--- src/rtl/uart_frame_parser.sv ---
// uart_frame_parser
//
// Parses length-prefixed frames from a UART receiver byte stream:
//   SOF, LEN, LEN payload bytes, CHK   where CHK = LEN ^ payload[0] ^ ... ^ payload[LEN-1]
// Payload is written speculatively into a FIFO. It is only made visible on the
// output stream once the checksum matches. Bad frames are rolled back and reported.
//
// Ports:
//   clk        system clock
//   reset      synchronous, active-high reset
//   rx_data    byte from the UART receiver
//   rx_ready   receiver data_ready level; a byte is taken on its rising edge
//   m_data     payload byte (valid/ready stream)
//   m_valid    m_data/m_last valid
//   m_ready    downstream accepts; transfer when m_valid && m_ready
//   m_last     final payload byte of a frame
//   frame_ok   one-cycle pulse: frame committed
//   frame_err  one-cycle pulse: frame discarded
//   err_code   cause of last frame_err: 0 timeout, 1 bad length, 2 checksum, 3 no FIFO space
module uart_frame_parser #(
    parameter logic [7:0] SOF_BYTE       = 8'hA5,
    parameter int         MAX_LEN        = 16,
    parameter int         FIFO_DEPTH     = 32,
    parameter int         TIMEOUT_CYCLES = 100000
) (
    input  logic       clk,
    input  logic       reset,
    input  logic [7:0] rx_data,
    input  logic       rx_ready,
    output logic [7:0] m_data,
    output logic       m_valid,
    input  logic       m_ready,
    output logic       m_last,
    output logic       frame_ok,
    output logic       frame_err,
    output logic [1:0] err_code
);

    localparam int AW = $clog2(FIFO_DEPTH);
    localparam int TW = $clog2(TIMEOUT_CYCLES) + 1;

    localparam logic [1:0] ST_HUNT    = 2'd0;
    localparam logic [1:0] ST_LEN     = 2'd1;
    localparam logic [1:0] ST_PAYLOAD = 2'd2;
    localparam logic [1:0] ST_CHK     = 2'd3;

    localparam logic [1:0] ERR_TIMEOUT = 2'd0;
    localparam logic [1:0] ERR_LEN     = 2'd1;
    localparam logic [1:0] ERR_CHK     = 2'd2;
    localparam logic [1:0] ERR_SPACE   = 2'd3;

    localparam logic [AW:0]   PTR_ONE = (AW + 1)'(1);
    localparam logic [TW-1:0] CNT_ONE = TW'(1);
    localparam logic [TW-1:0] CNT_MAX = TW'(TIMEOUT_CYCLES - 1);

    logic [1:0]    state;
    logic [AW:0]   rd_ptr;
    logic [AW:0]   wr_commit;
    logic [AW:0]   wr_spec;
    logic          rx_ready_d;
    logic [TW-1:0] idle_cnt;
    logic [7:0]    remaining;
    logic [7:0]    xor_acc;
    logic [8:0]    mem [FIFO_DEPTH];

    logic          accept;
    logic          timeout;
    logic          xfer;
    logic [AW:0]   occupancy;
    logic [8:0]    free_space;

    assign accept     = rx_ready & ~rx_ready_d;
    // An accept in the same cycle resets the idle gap, so it wins over timeout.
    assign timeout    = (state != ST_HUNT) && !accept && (idle_cnt == CNT_MAX);
    assign occupancy  = wr_commit - rd_ptr;
    assign free_space = 9'(FIFO_DEPTH) - 9'(occupancy);

    // Fall-through read: the head entry is only exposed once committed.
    assign m_valid = (rd_ptr != wr_commit);
    assign xfer    = m_valid & m_ready;
    assign m_data  = m_valid ? mem[rd_ptr[AW-1:0]][7:0] : 8'h00;
    assign m_last  = m_valid & mem[rd_ptr[AW-1:0]][8];

    // Control: FSM, pointers, timeout counter and status pulses.
    always_ff @(posedge clk) begin
        if (reset) begin
            state      <= ST_HUNT;
            rd_ptr     <= '0;
            wr_commit  <= '0;
            wr_spec    <= '0;
            rx_ready_d <= 1'b0;
            idle_cnt   <= '0;
            frame_ok   <= 1'b0;
            frame_err  <= 1'b0;
            err_code   <= ERR_TIMEOUT;
        end else begin
            rx_ready_d <= rx_ready;
            frame_ok   <= 1'b0;
            frame_err  <= 1'b0;

            if (xfer) begin
                rd_ptr <= rd_ptr + PTR_ONE;
            end

            if (accept || state == ST_HUNT) begin
                idle_cnt <= '0;
            end else begin
                idle_cnt <= idle_cnt + CNT_ONE;
            end

            if (timeout) begin
                wr_spec   <= wr_commit;
                frame_err <= 1'b1;
                err_code  <= ERR_TIMEOUT;
                state     <= ST_HUNT;
            end else if (accept) begin
                case (state)
                    ST_HUNT: begin
                        if (rx_data == SOF_BYTE) begin
                            state <= ST_LEN;
                        end
                    end
                    ST_LEN: begin
                        if (rx_data == 8'd0 || rx_data > 8'(MAX_LEN)) begin
                            frame_err <= 1'b1;
                            err_code  <= ERR_LEN;
                            state     <= ST_HUNT;
                        end else if ({1'b0, rx_data} > free_space) begin
                            // Space is only checked here; reads during the
                            // frame can only free more entries.
                            frame_err <= 1'b1;
                            err_code  <= ERR_SPACE;
                            state     <= ST_HUNT;
                        end else begin
                            state <= ST_PAYLOAD;
                        end
                    end
                    ST_PAYLOAD: begin
                        wr_spec <= wr_spec + PTR_ONE;
                        if (remaining == 8'd1) begin
                            state <= ST_CHK;
                        end
                    end
                    ST_CHK: begin
                        if (rx_data == xor_acc) begin
                            wr_commit <= wr_spec;
                            frame_ok  <= 1'b1;
                        end else begin
                            wr_spec   <= wr_commit;
                            frame_err <= 1'b1;
                            err_code  <= ERR_CHK;
                        end
                        state <= ST_HUNT;
                    end
                    default: state <= ST_HUNT;
                endcase
            end
        end
    end

    // Datapath: remaining count, running checksum and payload storage.
    // Loaded unconditionally at LEN; the FSM decides whether they are used.
    always_ff @(posedge clk) begin
        if (accept && state == ST_LEN) begin
            remaining <= rx_data;
            xor_acc   <= rx_data;
        end
        if (accept && state == ST_PAYLOAD) begin
            mem[wr_spec[AW-1:0]] <= {remaining == 8'd1, rx_data};
            remaining            <= remaining - 8'd1;
            xor_acc              <= xor_acc ^ rx_data;
        end
    end

endmodule

--- config.mk ---
export PLATFORM = sky130hd
export DESIGN_NAME = uart_frame_parser
export DESIGN_NICKNAME = d
export VERILOG_FILES = /design/src/rtl/uart_frame_parser.sv
export SDC_FILE = /design/constraint.sdc
export NUM_CORES = 1
export LEC_CHECK = 0
export ABC_AREA = 1
export CAP_MARGIN = 20
export CORE_UTILIZATION = 25
export DETAILED_ROUTE_END_ITERATION = 6
export REMOVE_ABC_BUFFERS = 1
export SLEW_MARGIN = 20
export SYNTH_ARGS = -nofsm -noshare
export SYNTH_HDL_FRONTEND = slang
export SYNTH_SLANG_ARGS = --single-unit
--- constraint.sdc ---
create_clock -name clk -period 3.8 [get_ports clk]
set_input_delay 0.38 -clock clk [delete_from_list [all_inputs] [get_ports clk]]
set_output_delay 0.38 -clock clk [all_outputs]
set_load 0.005 [all_outputs]
==> results of run 1 <==
[layout make-up]
type                    count  area share (%)
diodes                      1          0.0142
clock buffers              50            5.81
multi-input cells         844            24.9
clock inverters            16           0.694
inverters                  77            1.66
repair buffers             87            4.23
flip-flops and latches    352            57.2
well taps                 773            5.48
[flip-flops by register name, summed over array words and instances (netlist names), named ones only]
signal,cells
err_code,2
frame_err,1
frame_ok,1
idle_cnt,18
mem,288
rd_ptr,6
remaining,8
rx_ready_d,1
state,1
wr_commit,6
wr_spec,6
xor_acc,8
[per-stage QoR]
step	power, W	cells
after floorplan	0.00474	1273
after global routing	0.00872	2199
after CTS	0.00850	2199
after detailed placement	0.00505	2133
after global placement	0.00502	2133
final	0.00844	2200
[per-layer routing]
layer / vias to the layer above / global-route usage (%) / routed length [um]
li1: 4942 / - / -
met1: 5098 / 17.4 / 17500
met2: 316 / 20.2 / 18200
met3: 68 / 1.86 / 2190
met4: 2 / 3.46 / 882
met5: - / 0 / 13
[kinds of logic after synthesis]
group	Yosys count	share of synthesized area [%]
AND/OR/NAND/NOR	463	13.1
flip-flops	352	66.9
buffers and inverters	141	3.90
adder cells (fa/ha/maj)	24	2.04
AO/OA/AOI/OAI	337	12.9
XOR/XNOR	20	1.16
[worst max-delay path, delay by kind of cell (launching register included)]
kind                     cells  cell delay [ns]
AO/OA/AOI/OAI                1             0.10
buffers and inverters        3             0.64
adder cells (fa/ha/maj)      1             0.37
AND/OR/NAND/NOR              3             1.21
flip-flops                   1             0.35
[cell usage after synthesis, drive strengths merged (2+ instances only)]
| master | instances |
|---|---|
| ha | 23 |
| o211ai | 13 |
| xor2 | 12 |
| a21oi | 41 |
| nor4b | 2 |
| nand4 | 10 |
| nor2 | 250 |
| o221ai | 38 |
| nor4 | 2 |
| o21a | 2 |
| o21ai | 192 |
| dfxtp | 48 |
| or2 | 3 |
| clkinv | 2 |
| clkbuf | 31 |
| nand3 | 49 |
| edfxtp | 304 |
| buf | 33 |
| inv | 75 |
| nor3 | 11 |
| a31oi | 9 |
| o22ai | 39 |
| xnor2 | 8 |
| nand2 | 133 |
[path summary, 6_finish.rpt]
check,from,to,slack (ns)
hold reg to reg,idle_cnt[0],idle_cnt[0],0.45
setup reg to reg,rd_ptr[0],err_code[0],0.70
hold / removal,rx_data[5],remaining[5],0.39
setup / recovery,rd_ptr[3],m_data[3],0.21
[timing repair]
action / 4_1_cts / 5_1_grt
setup endpoints to repair: 0 / 1
resized for setup: 0 / 1
buffers inserted: 0 / 0
[power by group through the flow]
stage | clock network (W) | registers, W | logic [W]
final | 0.00348 | 0.00420 | 0.000768
after global routing | 0.00367 | 0.00420 | 0.000856
after CTS | 0.00353 | 0.00420 | 0.000768
after detailed placement | 0 | 0.00428 | 0.000766
after global placement | 0 | 0.00428 | 0.000746
after floorplan | 0 | 0.00432 | 0.000419
==> summary.md, run 1 <==
| Metric | Value |
|---|---|
| Status | finished clean |
| Worst-Skew Late Latency | 0.54 ns |
| Clk pin slew, worst setup/hold paths | 0.06 ns |
| Die area | 61,300 um^2 |
| Fin nets | 1,435 |
| Internal | 0.00642 W |
| Port Buffers | 25 |
| Sequential share of the synthesized area | 66.9% |
| Via count | 10,400 |
| Starting Density | 25.4% |
| Synth Flop Type | edfxtp_1 |
| CTS tree | yes |
| Worst hold slack | 0.389 ns |
| Crit Path Max Fanout | 11 |
| Total grt overflow | 0 |
| Worst setup margin | 0.212 ns |
| Placer Congestion | 0.825 |
| First drt pass iteration count | 7 |
| Slowest stage delay, CP | 0.69 ns |
| Layout Utilization | 29.8% |
| Placed inst area | 16,500 um^2 |
| TNS Setup | 0 ns |
| Slowest CP cell | nand4_1 |
| FFs w/ async S/R, synth | 0% |
| Seq pwr share | 49.7% |
| Cell taking the most area after synthesis | edfxtp_1 |
| Area of the multi-input gates | 4400 um^2 |
| Reg area | 10,100 um^2 |
| Final wirelength | 38.8 mm |
| Crit. End Element | output port |
| Critical-path cell list | inv_1, ha_1, nand2_1, inv_1, nand4_1, nand2_1, a31oi_1, clkdlybuf4s50_1 |
| RSZ-0062 raised after global routing | no |
| Commonest non-fill, non-tap cells in the layout | edfxtp_1 (304), nor2_1 (240), o21ai_0 (184) |
| Share of post-route cells with drive strength above 1 | 11.2% |
| GR Util All Layers | 12.5% |
| WP data required | 3.42 ns |
| Worst hold path type | in2reg |
| Syn. warnings | 0 |
| Detail Placement HPWL | 24.1 mm |
| Largest net degree at the start of global routing | 145 |
| CTS H-tree depth | 2 |
| Chip width | 248 um |
| Final worst path period share | 94.4% |
| Max frequency | 279 MHz |
| Hold path depth | 3 |
| FILL cells | 5,989 |
| CP Data Arrival Time | 3.21 ns |
| Worst vdd ir | 0.295 mV |
| Num rows | 89 |
| CTS Hold Bufs | 0 |
| Worst Skew | 0.0116 ns |
| Die height | 248 um |
| CORE AREA | 59,400 um^2 |
| Combinational power share | 9.1% |
| Boundary Pins | 26 |
| Placement Setup Slack | 0.724 ns |
| Clock root cell | clkbuf_16 |
| Post-detailed-route wirelength per cell | 17.6 um |
| Most common cell after layout, fill and taps aside | edfxtp_1 |
| Vias in the first global route | 10,100 |
| R2r worst-path depth | 16 |
| Worst rel slew slack | 37.8% |
| Final hold violations | 0 |
| Syn avg cell area | 11.3 um^2 |
| Critical path startpoint category | flip-flop |
| Fin. max-slew vios | 0 |
| CTS Buf Count | 37 |
| Vias/cell | 4.74 |
| Antenna viol nets, final | 0 |
| Worst setup path class | reg2out |
| Pwr dens | 478 nW/um^2 |
| Synth area leaders | edfxtp_1 (61%), dfxtp_1 (6.4%), o21ai_0 (6.1%) |
| LEAKAGE | 5.74 nW |
| Sink Count | 352 |
| Number of DRC markers in iteration 0 | 968 |
| Clock group share of total power | 41.2% |
| First-pass GRT wire length | 59.4 mm |
| DRC viols | 0 |
| CTS max path bufs | 3 |
| Library cells used by synthesis | 46 |
| Setup violations, final | 0 |
| Min Tclk post-route | 3.59 ns |
| Post-synth top area share | 60.6% |
| Max Cap Violations | 0 |
| EDFF count, synth | 304 |
| Sw power | 0.00202 W |
| Worst Tran Pin Value | 0.933 ns |
| Design area | 17,700 um^2 |
| Yosys reg bits | 352 |
| Cell count after synthesis | 1,337 |
| Layout area overhead | 17.1% |
| Synthesized area | 15,100 um^2 |
| Switching Share | 24.0% |
| Initial antenna violation count | 2 |
No activity file was read; power rests on OpenSTA's default activity.
==> inputs of run 2 (changes only) <==
- CORE_ASPECT_RATIO: unset -> 2
- HOLD_SLACK_MARGIN: unset -> 0.06
==> summary.md, run 2 (synthesis gave the netlist of run 1 again) <==
| Metric | Value |
|---|---|
| Chip width | 176 um |
| GR Util All Layers | 14.0% |
| Final total power | 0.00819 W |
| Setup violations, final | 0 |
| Starting Density | 25.2% |
| TNS Setup | 0 ns |
| Worst Skew | 0.0248 ns |
| CTS H-tree depth | 1 |
| WP data required | 3.42 ns |
| Worst hold path type | in2reg |
| Reg2Reg Launch Point | rd_ptr[0] |
| Share of post-route cells with drive strength above 1 | 11.8% |
| Total grt overflow | 0 |
| Placer Congestion | 0.885 |
| Antenna viol nets, final | 0 |
| First drt pass iteration count | 6 |
| CP Data Arrival Time | 3.32 ns |
| Fin. max-slew vios | 0 |
| Fin nets | 1,437 |
| Sink Count | 352 |
| Status | finished clean |
| Design area | 17,600 um^2 |
| Worst hold slack | 0.348 ns |
| Worst vdd ir | 0.255 mV |
| Num rows | 127 |
| LEAKAGE | 5.69 nW |
| Ant diodes | 0 |
| RSZ-0062 raised after global routing | no |
| Most common cell after layout, fill and taps aside | edfxtp_1 |
| Final hold violations | 0 |
| Initial antenna violation count | 0 |
| Max Cap Violations | 0 |
| Max reg flops | 288 |
| Crit Path Max Fanout | 14 |
| CTS Buf Count | 29 |
| Worst Tran Pin Value | 0.881 ns |
| Final worst path period share | 97.4% |
| CTS tree | yes |
| Die height | 349 um |
| Pwr dens | 465 nW/um^2 |
| Hold path start | rx_ready |
| Via count | 10,600 |
| Clk pin slew, worst setup/hold paths | 0.07 ns |
| Worst setup margin | 0.0987 ns |
| Layout area overhead | 16.8% |
| Worst setup path class | reg2out |
| Commonest non-fill, non-tap cells in the layout | edfxtp_1 (304), nor2_1 (240), o21ai_0 (184) |
| Clock root cell | clkbuf_16 |
| Worst-Skew Late Latency | 0.59 ns |
| FILL cells | 6,140 |
| Die area | 61,300 um^2 |
| Min Tclk post-route | 3.70 ns |
| Placement Setup Slack | 0.581 ns |
| Crit. End Element | output port |
| Vias in the first global route | 10,700 |
| Worst rel slew slack | 41.1% |
| CORE AREA | 59,700 um^2 |
| Number of DRC markers in iteration 0 | 901 |
| Boundary Pins | 26 |
| Vias/cell | 4.84 |
| CTS max path bufs | 3 |
| DRC viols | 0 |
| Largest net degree at the start of global routing | 61 |
| Critical path startpoint category | flip-flop |
| Detail Placement HPWL | 29.7 mm |
| Placed inst area | 16,600 um^2 |
| Post-detailed-route wirelength per cell | 19.5 um |
| Port Buffers | 25 |
| Final wirelength | 42.9 mm |
| First-pass GRT wire length | 64.4 mm |
| Max frequency | 270 MHz |
run 2: cell count changes in the layout (fill, tap and decap cells not counted), moves of 2 or more:
cell | previous run | this run
clkbuf_1 | 9 | 5
clkinv_4 | 0 | 3
buf_4 | 58 | 67
clkdlybuf4s50_1 | 23 | 25
clkinvlp_4 | 0 | 6
clkinv_2 | 7 | 4
buf_2 | 2 | 0
clkbuf_8 | 3 | 1
clkinv_1 | 8 | 2
clkbuf_16 | 38 | 30
bufinv_16 | 1 | 4
run 2: layer usage:
metal	vias to the layer above	part of all wire [%]	GRT usage, %
met2	325	55	26.9
met4	0	6.7	9.28
met5	-	0	0
met3	120	3.6	1.28
li1	4934	-	-
met1	5260	34	13.9
run 2: worst paths after layout:
check	to	slack, ns	depth (start not counted)
worst max-delay path	m_data[4]	0.1	7
worst min-delay path	rx_ready_d	0.35	3
worst min register to register	wr_commit[0]	0.48	2
worst max register to register	err_code[1]	0.60	17
run 2: report_power, final:
group          switching, W  internal (W)  total (W)
logic              0.000553      0.000273   0.000827
registers         0.0000175       0.00419    0.00420
clock network       0.00144       0.00172    0.00316
run 2: layout make-up:
type / count / area (um^2) / area share [%]
flip-flops and latches: 352 / 10100 / 57.3
well taps: 774 / 968 / 5.50
clock buffers: 35 / 758 / 4.30
repair buffers: 97 / 841 / 4.77
multi-input cells: 844 / 4420 / 25.1
clock inverters: 19 / 231 / 1.31
inverters: 77 / 302 / 1.71
run 2: worst max-delay path: stages (launching register included):
cell and delay (ns):
dfxtp_2 0.33, clkinv_1 0.58, o221ai_1 0.49, nand3_1 0.16, nand3_1 0.18, nand2_1 0.08, a31oi_1 0.31, clkdlybuf4s50_1 0.59
run 2: repair_timing:
item,4_1_cts,5_1_grt
resized for setup,4,3
setup buffers,0,1
hold buffers,0,0
setup endpoints to repair,7,8
run 2: metrics by stage:
stage / utilization (%) / instances
after detailed placement: 27.7 / 2143
after global placement: 27.7 / 2143
final: 29.5 / 2198
after CTS: 29.4 / 2197
after global routing: 29.5 / 2198
after floorplan: - / 1273
